### config.mk
export PLATFORM = sky130hd
export DESIGN_NAME = sfu_issue_sched
export DESIGN_NICKNAME = d
export VERILOG_FILES = /design/src/rtl/sfu_issue_sched.sv
export SDC_FILE = /design/constraint.sdc
export NUM_CORES = 1
export LEC_CHECK = 0
export CORE_UTILIZATION = 30
export DETAILED_ROUTE_END_ITERATION = 12
export MAX_ROUTING_LAYER = met4
export SLEW_MARGIN = 20
export SYNTH_ARGS = -nofsm -noshare
export SYNTH_HDL_FRONTEND = slang
export SYNTH_SLANG_ARGS = --single-unit
### constraint.sdc
create_clock -name clk -period 4.3 [get_ports clk]
set_input_delay 0.86 -clock clk [delete_from_list [all_inputs] [get_ports clk]]
set_output_delay 0.86 -clock clk [all_outputs]
set_load 0.005 [all_outputs]
### src/rtl/sfu_issue_sched.sv
// rtl/sfu_issue_sched.sv - round-robin SFU issue scheduler with per-PE credits
// Serial ops wait in DRAIN until every PE is idle, then block all issue until they complete.
module sfu_issue_sched #(
  parameter int NUM_REQS     = 4,
  parameter int PE_COUNT     = 2,
  parameter int MAX_INFLIGHT = 4,
  localparam int REQ_BITS    = (NUM_REQS > 1) ? $clog2(NUM_REQS) : 1,
  localparam int PE_BITS     = (PE_COUNT > 1) ? $clog2(PE_COUNT) : 1,
  localparam int CNT_BITS    = $clog2(MAX_INFLIGHT + 1)
) (
  input  logic                         clk,
  input  logic                         reset,
  input  logic [NUM_REQS-1:0]          req_valid,
  input  logic [NUM_REQS*PE_BITS-1:0]  req_pe_sel,
  input  logic [NUM_REQS-1:0]          req_serial,
  output logic [NUM_REQS-1:0]          req_ready,
  output logic                         grant_valid,
  output logic [REQ_BITS-1:0]          grant_idx,
  output logic [PE_BITS-1:0]           grant_pe_sel,
  output logic                         grant_serial,
  input  logic                         grant_ready,
  input  logic [PE_COUNT-1:0]          done_valid,
  output logic [PE_COUNT*CNT_BITS-1:0] inflight_cnt,
  output logic                         busy
);

  typedef enum logic [1:0] {ST_RUN, ST_DRAIN, ST_SERIAL} state_t;

  localparam logic [CNT_BITS-1:0] MAX_CNT = CNT_BITS'(MAX_INFLIGHT);
  localparam logic [CNT_BITS-1:0] CNT_ONE = CNT_BITS'(1);

  state_t                state_q, state_d;
  logic [REQ_BITS-1:0]   rr_ptr_q, rr_ptr_d;
  logic [REQ_BITS-1:0]   lock_idx_q, lock_idx_d;
  logic [PE_BITS-1:0]    serial_pe_q, serial_pe_d;
  logic [CNT_BITS-1:0]   cnt_q [PE_COUNT];
  logic [CNT_BITS-1:0]   cnt_d [PE_COUNT];

  logic [PE_BITS-1:0]    slot_pe [NUM_REQS];
  logic [NUM_REQS-1:0]   eligible;
  logic                  all_zero;
  logic                  cand_found, elig_found, drain_hit, fire;
  logic [REQ_BITS-1:0]   cand_idx, elig_idx, gidx;
  logic                  gv;

  function automatic logic [REQ_BITS-1:0] wrap_add(input logic [REQ_BITS-1:0] base,
                                                   input int unsigned k);
    logic [REQ_BITS:0] s;
    s = {1'b0, base} + (REQ_BITS+1)'(k);
    if (s >= (REQ_BITS+1)'(NUM_REQS)) s = s - (REQ_BITS+1)'(NUM_REQS);
    return s[REQ_BITS-1:0];
  endfunction

  always_comb begin
    all_zero = 1'b1;
    for (int p = 0; p < PE_COUNT; p++) begin
      if (cnt_q[p] != '0) all_zero = 1'b0;
    end
    for (int i = 0; i < NUM_REQS; i++) begin
      slot_pe[i]  = req_pe_sel[i*PE_BITS +: PE_BITS];
      eligible[i] = req_valid[i] && (cnt_q[slot_pe[i]] < MAX_CNT) &&
                    (!req_serial[i] || all_zero);
    end
  end

  // The first valid slot from the pointer decides whether a serial op forces a drain.
  always_comb begin
    cand_found = 1'b0;
    cand_idx   = '0;
    elig_found = 1'b0;
    elig_idx   = '0;
    for (int k = 0; k < NUM_REQS; k++) begin
      if (req_valid[wrap_add(rr_ptr_q, k)] && !cand_found) begin
        cand_found = 1'b1;
        cand_idx   = wrap_add(rr_ptr_q, k);
      end
      if (eligible[wrap_add(rr_ptr_q, k)] && !elig_found) begin
        elig_found = 1'b1;
        elig_idx   = wrap_add(rr_ptr_q, k);
      end
    end
  end

  always_comb begin
    gv        = 1'b0;
    gidx      = '0;
    drain_hit = 1'b0;
    case (state_q)
      ST_RUN: begin
        if (cand_found && req_serial[cand_idx] && !all_zero) begin
          drain_hit = 1'b1;
        end else if (elig_found) begin
          gv   = 1'b1;
          gidx = elig_idx;
        end
      end
      ST_DRAIN: begin
        if (req_valid[lock_idx_q] && all_zero) begin
          gv   = 1'b1;
          gidx = lock_idx_q;
        end
      end
      default: gv = 1'b0;
    endcase
  end

  always_comb begin
    grant_valid  = gv;
    grant_idx    = gidx;
    grant_pe_sel = gv ? slot_pe[gidx] : '0;
    grant_serial = gv & req_serial[gidx];
    fire         = gv & grant_ready;
    req_ready    = '0;
    if (fire) req_ready[gidx] = 1'b1;
    busy         = !all_zero || (state_q != ST_RUN);
    inflight_cnt = '0;
    for (int p = 0; p < PE_COUNT; p++) begin
      inflight_cnt[p*CNT_BITS +: CNT_BITS] = cnt_q[p];
    end
  end

  always_comb begin
    state_d     = state_q;
    rr_ptr_d    = rr_ptr_q;
    lock_idx_d  = lock_idx_q;
    serial_pe_d = serial_pe_q;
    case (state_q)
      ST_RUN: begin
        if (drain_hit) begin
          state_d    = ST_DRAIN;
          lock_idx_d = cand_idx;
        end
      end
      ST_DRAIN: begin
        if (!req_valid[lock_idx_q]) state_d = ST_RUN;
      end
      default: begin
        if (done_valid[serial_pe_q] && (cnt_q[serial_pe_q] == CNT_ONE)) state_d = ST_RUN;
      end
    endcase
    if (fire) begin
      rr_ptr_d = wrap_add(gidx, 1);
      if (grant_serial || (state_q == ST_DRAIN)) begin
        state_d     = ST_SERIAL;
        serial_pe_d = grant_pe_sel;
      end
    end
  end

  // Completions on an idle PE are dropped so stale dones after reset cannot underflow.
  always_comb begin
    for (int p = 0; p < PE_COUNT; p++) begin
      cnt_d[p] = cnt_q[p];
      if ((fire && (grant_pe_sel == PE_BITS'(p))) && !(done_valid[p] && (cnt_q[p] != '0))) begin
        cnt_d[p] = cnt_q[p] + CNT_ONE;
      end else if (!(fire && (grant_pe_sel == PE_BITS'(p))) && done_valid[p] && (cnt_q[p] != '0)) begin
        cnt_d[p] = cnt_q[p] - CNT_ONE;
      end
    end
  end

  always_ff @(posedge clk) begin
    if (reset) begin
      state_q     <= ST_RUN;
      rr_ptr_q    <= '0;
      lock_idx_q  <= '0;
      serial_pe_q <= '0;
      for (int p = 0; p < PE_COUNT; p++) cnt_q[p] <= '0;
    end else begin
      state_q     <= state_d;
      rr_ptr_q    <= rr_ptr_d;
      lock_idx_q  <= lock_idx_d;
      serial_pe_q <= serial_pe_d;
      for (int p = 0; p < PE_COUNT; p++) cnt_q[p] <= cnt_d[p];
    end
  end

  for (genvar g = 0; g < PE_COUNT; g++) begin : g_underflow_chk
    a_no_underflow: assert property (@(posedge clk) disable iff (reset)
        !(done_valid[g] && (cnt_q[g] == '0)))
      else $warning("sfu_issue_sched: done_valid on idle PE %0d dropped", g);
  end

endmodule
==> impl_metrics.ini <==
[detailed_routing]
vias = 1417
firstDrtPassIters = 4
drc_errors = 0
wirelength_mm = 3.91
vias_per_cell = 4.92
drt_iter0_markers = 69
avgRoutedWirePerCell_um = 13.6
top_layer_used = met4
wl_met3_um = 172
met2_length_mm = 1.67
drt-met1-wl_mm = 1.97
ant_nets = 0

[synth]
synth_cells = 165
synthDistinctLibCells = 52
avgSynthCellArea_um2 = 8.33
synth_seq_cells = 14
syn-num-nets = 188
syn-cell-area_um2 = 1370
netlist.area_leader.share_pct = 20.4
synthTopCellsByArea = dfxtp_1 (20%), mux2i_1 (10%), nand2_1 (4.6%), and2_1 (4.1%), nor2_1 (4.1%)
synth_top_cell_by_area = dfxtp_1
synth_warnings = 0
yosysSeqAreaShare_pct = 20.4

[critical_path]
rr_endpoint = serial_pe_q$_SDFFE_PP0P_
path_max_fanout = 5
r2r_slack_ns = 0.55
cp_data_required_time_ns = 3.44
path_cells = buf_2 -> inv_1 -> a2111oi_4 -> or2_1 -> a211o_1 -> a41oi_2 -> a32o_2 -> buf_4 -> buf_4 -> ha_1 -> and2_1 -> clkdlybuf4s50_1
crit_family = compound AO/OA/AOI/OAI gates
worst-setup-path-type = in -> out
critPathCaptureType = output pin
worst-path-buf-inv = 5
critPathLaunch = req_valid[1]
crit_top_cell = buf_4
reg2reg_depth = 21
crit_slowest_cell = clkdlybuf4s50_1
cpPeakStageDelay_ns = 0.44
r2r_start = rr_ptr_q[1]$_SDFFE_PP0P_
startpoint_type = primary input
crit_arrival_ns = 3.33

[finish]
antenna_cells = 0
multiInputGateArea_um2 = 1100
layout_commonest_cell = buf_4
n_fill_cell = 423
drive_above_1_share_pct = 32.2
final_cell_mix = buf_4 (39), clkdlybuf4s50_1 (23), nand2_1 (17)
layout.nets = 260
area_growth_syn_to_layout_pct = 56.5
seq_area_um2 = 280

[sta]
period_minus_slack_ns = 4.19
fmax_ghz = 0.238
fin_ws_ns = 0.107
fin_tns_setup_ns = 0
setup_viol = 0
slew_violations = 0
tightest_slew_ns = 0.714
max_slew_margin_pct = 52.3
finalCritPeriodShare_pct = 97.5
timing_hold_violations_final = 0
final.setup_skew_ns = 0.00451

[grt]
grt_overflow_total = 0
antenna_found_initial = 0
first_global_vias = 1372
grtUsageTotal_pct = 16.6
grt_pass1_wl_mm = 6.44
grt_max_degree = 21

[clock_tree]
root_buffer = clkbuf_8
cts_made_buffers = 3
clk_pin_slew_worst_paths_ns = 0.07
clock-sinks = 14
cts_tree = built
holdBufCountCts = 0
clock_latency_ns = 0.25
htree_levels = 1
cts_buffer_depth = 2

[die]
ios = 33
fp.coreArea_um2 = 4380
die_w_um = 69.7
start_util_pct = 31.3
std_cell_rows = 24
die_area_um2 = 4850
die-height_um = 69.7

[worst_hold_path]
holdPathEnd = lock_idx_q[1]$_SDFFE_PP0P_
hold_path.class = reg -> reg
hold_depth = 2
hold_start = lock_idx_q[1]$_SDFFE_PP0P_

[run_status]
status = completed

[run]
drv_cap = 0

[place]
port_buffers = 32
dp_slack_ns = -0.375
place_hpwl_mm = 2.91
gp_congestion = 0.843

[power]
p_leak_nw = 0.989
max-vdd-ir-drop_v = 0.000427
power_density_nw_per_um2 = 800
-- how the worst max path moves through the flow --
stage	to	slack (ns)	cells after the start
finish	req_ready[3]	0.11	12
global route	req_ready[2]	-0.006	12
CTS	grant_serial	0.001	13
detailed placement	grant_serial	-0.37	13
global placement	grant_serial	-0.27	13
floorplan	cnt_q[0][2]$_SDFFE_PP0P_	0.39	15
-- through the flow --
step | cells | power (mW) | hold WS (ns) | instance area (µm²) | util (%)
after floorplan | 165 | 0.890 | 0.490 | 1370 | -
after global placement | 273 | 1.39 | 0.540 | 1960 | 44.6
after CTS | 287 | 1.67 | 0.557 | 2130 | 48.6
final | 288 | 1.72 | 0.561 | 2150 | 49.0
after global routing | 288 | 1.86 | 0.588 | 2150 | 49.0
after detailed placement | 273 | 1.40 | 0.544 | 1960 | 44.6
-- metal layers --
layer	global-route usage (%)	up-vias
met5	-	-
met4	5.78	0
met3	2.76	10
met2	24.4	36
met1	23.0	651
li1	-	720
-- state kept, by name (all words and copies together) (netlist names), named ones only --
| name | cells |
|---|---|
| cnt_q | 6 |
| lock_idx_q | 2 |
| rr_ptr_q | 2 |
| serial_pe_q | 1 |
| state_q | 2 |
-- cell type report --
| type | instances | share of cell area (%) |
|---|---|---|
| flip-flops and latches | 14 | 13.0 |
| inverters | 11 | 2.04 |
| repair buffers | 72 | 28.2 |
| clock buffers | 4 | 2.56 |
| well taps | 52 | 3.03 |
| multi-input cells | 135 | 51.2 |
-- worst reg2reg max path, stage by stage (launching register included) --
cell and delay, ns:
dfxtp_1 0.57, a21oi_1 0.13, o21ai_1 0.15, a21boi_1 0.08, buf_4 0.14, a211o_1 0.29, a41oi_2 0.29, a32o_2 0.24
inv_2 0.05, buf_4 0.16, mux2i_4 0.18, buf_4 0.13, buf_4 0.12, buf_4 0.12, buf_4 0.12, buf_4 0.13
buf_4 0.13, buf_4 0.12, buf_4 0.12, buf_4 0.11, nor3_1 0.13, mux2_2 0.19
-- power by group --
group | leakage (nW) | internal, mW | switching [mW] | total [mW]
Combinational | 0.846 | 0.765 | 0.562 | 1.33
Clock | 0.0288 | 0.0812 | 0.0544 | 0.136
Sequential | 0.115 | 0.177 | 0.0807 | 0.258
Total | 0.989 | 1.02 | 0.697 | 1.72
-- timing repair --
action	4_1_cts	5_1_grt
resized for setup	26	14
buffers inserted	10	1
pin swaps	9	8
endpoints found under the setup margin	7	6
-- kinds of logic after synthesis --
kind of cell	after synthesis	synth area share, %
XOR/XNOR	2	1.82
buffers and inverters	16	4.64
AO/OA/AOI/OAI	37	21.3
flip-flops	14	20.4
multiplexers	22	18.4
AND/OR/NAND/NOR	68	26.9
adder cells (fa/ha/maj)	6	6.56
-- Yosys cell counts, drive strengths merged --
master and instances:
nand2 19, nor2 15, dfxtp 14, mux2i 14
inv 11, a21oi 9, and2 9, o21ai 8
mux2 7, nand2b 7, nor2b 7, clkbuf 4
ha 4, a21o 3, nor3 3, a22oi 2
fa 2, nor3b 2, o22ai 2, or2 2
xor2 2, a2111oi 1, a211o 1, a211oi 1
a21boi 1, a221oi 1, a31oi 1, a32o 1
a41oi 1, buf 1, mux4 1, nand3 1
nand4b 1, nor4b 1, nor4bb 1, o211a 1
o211ai 1, o221ai 1, o2bb2ai 1, o31a 1
(Power assumes the default switching activity.)
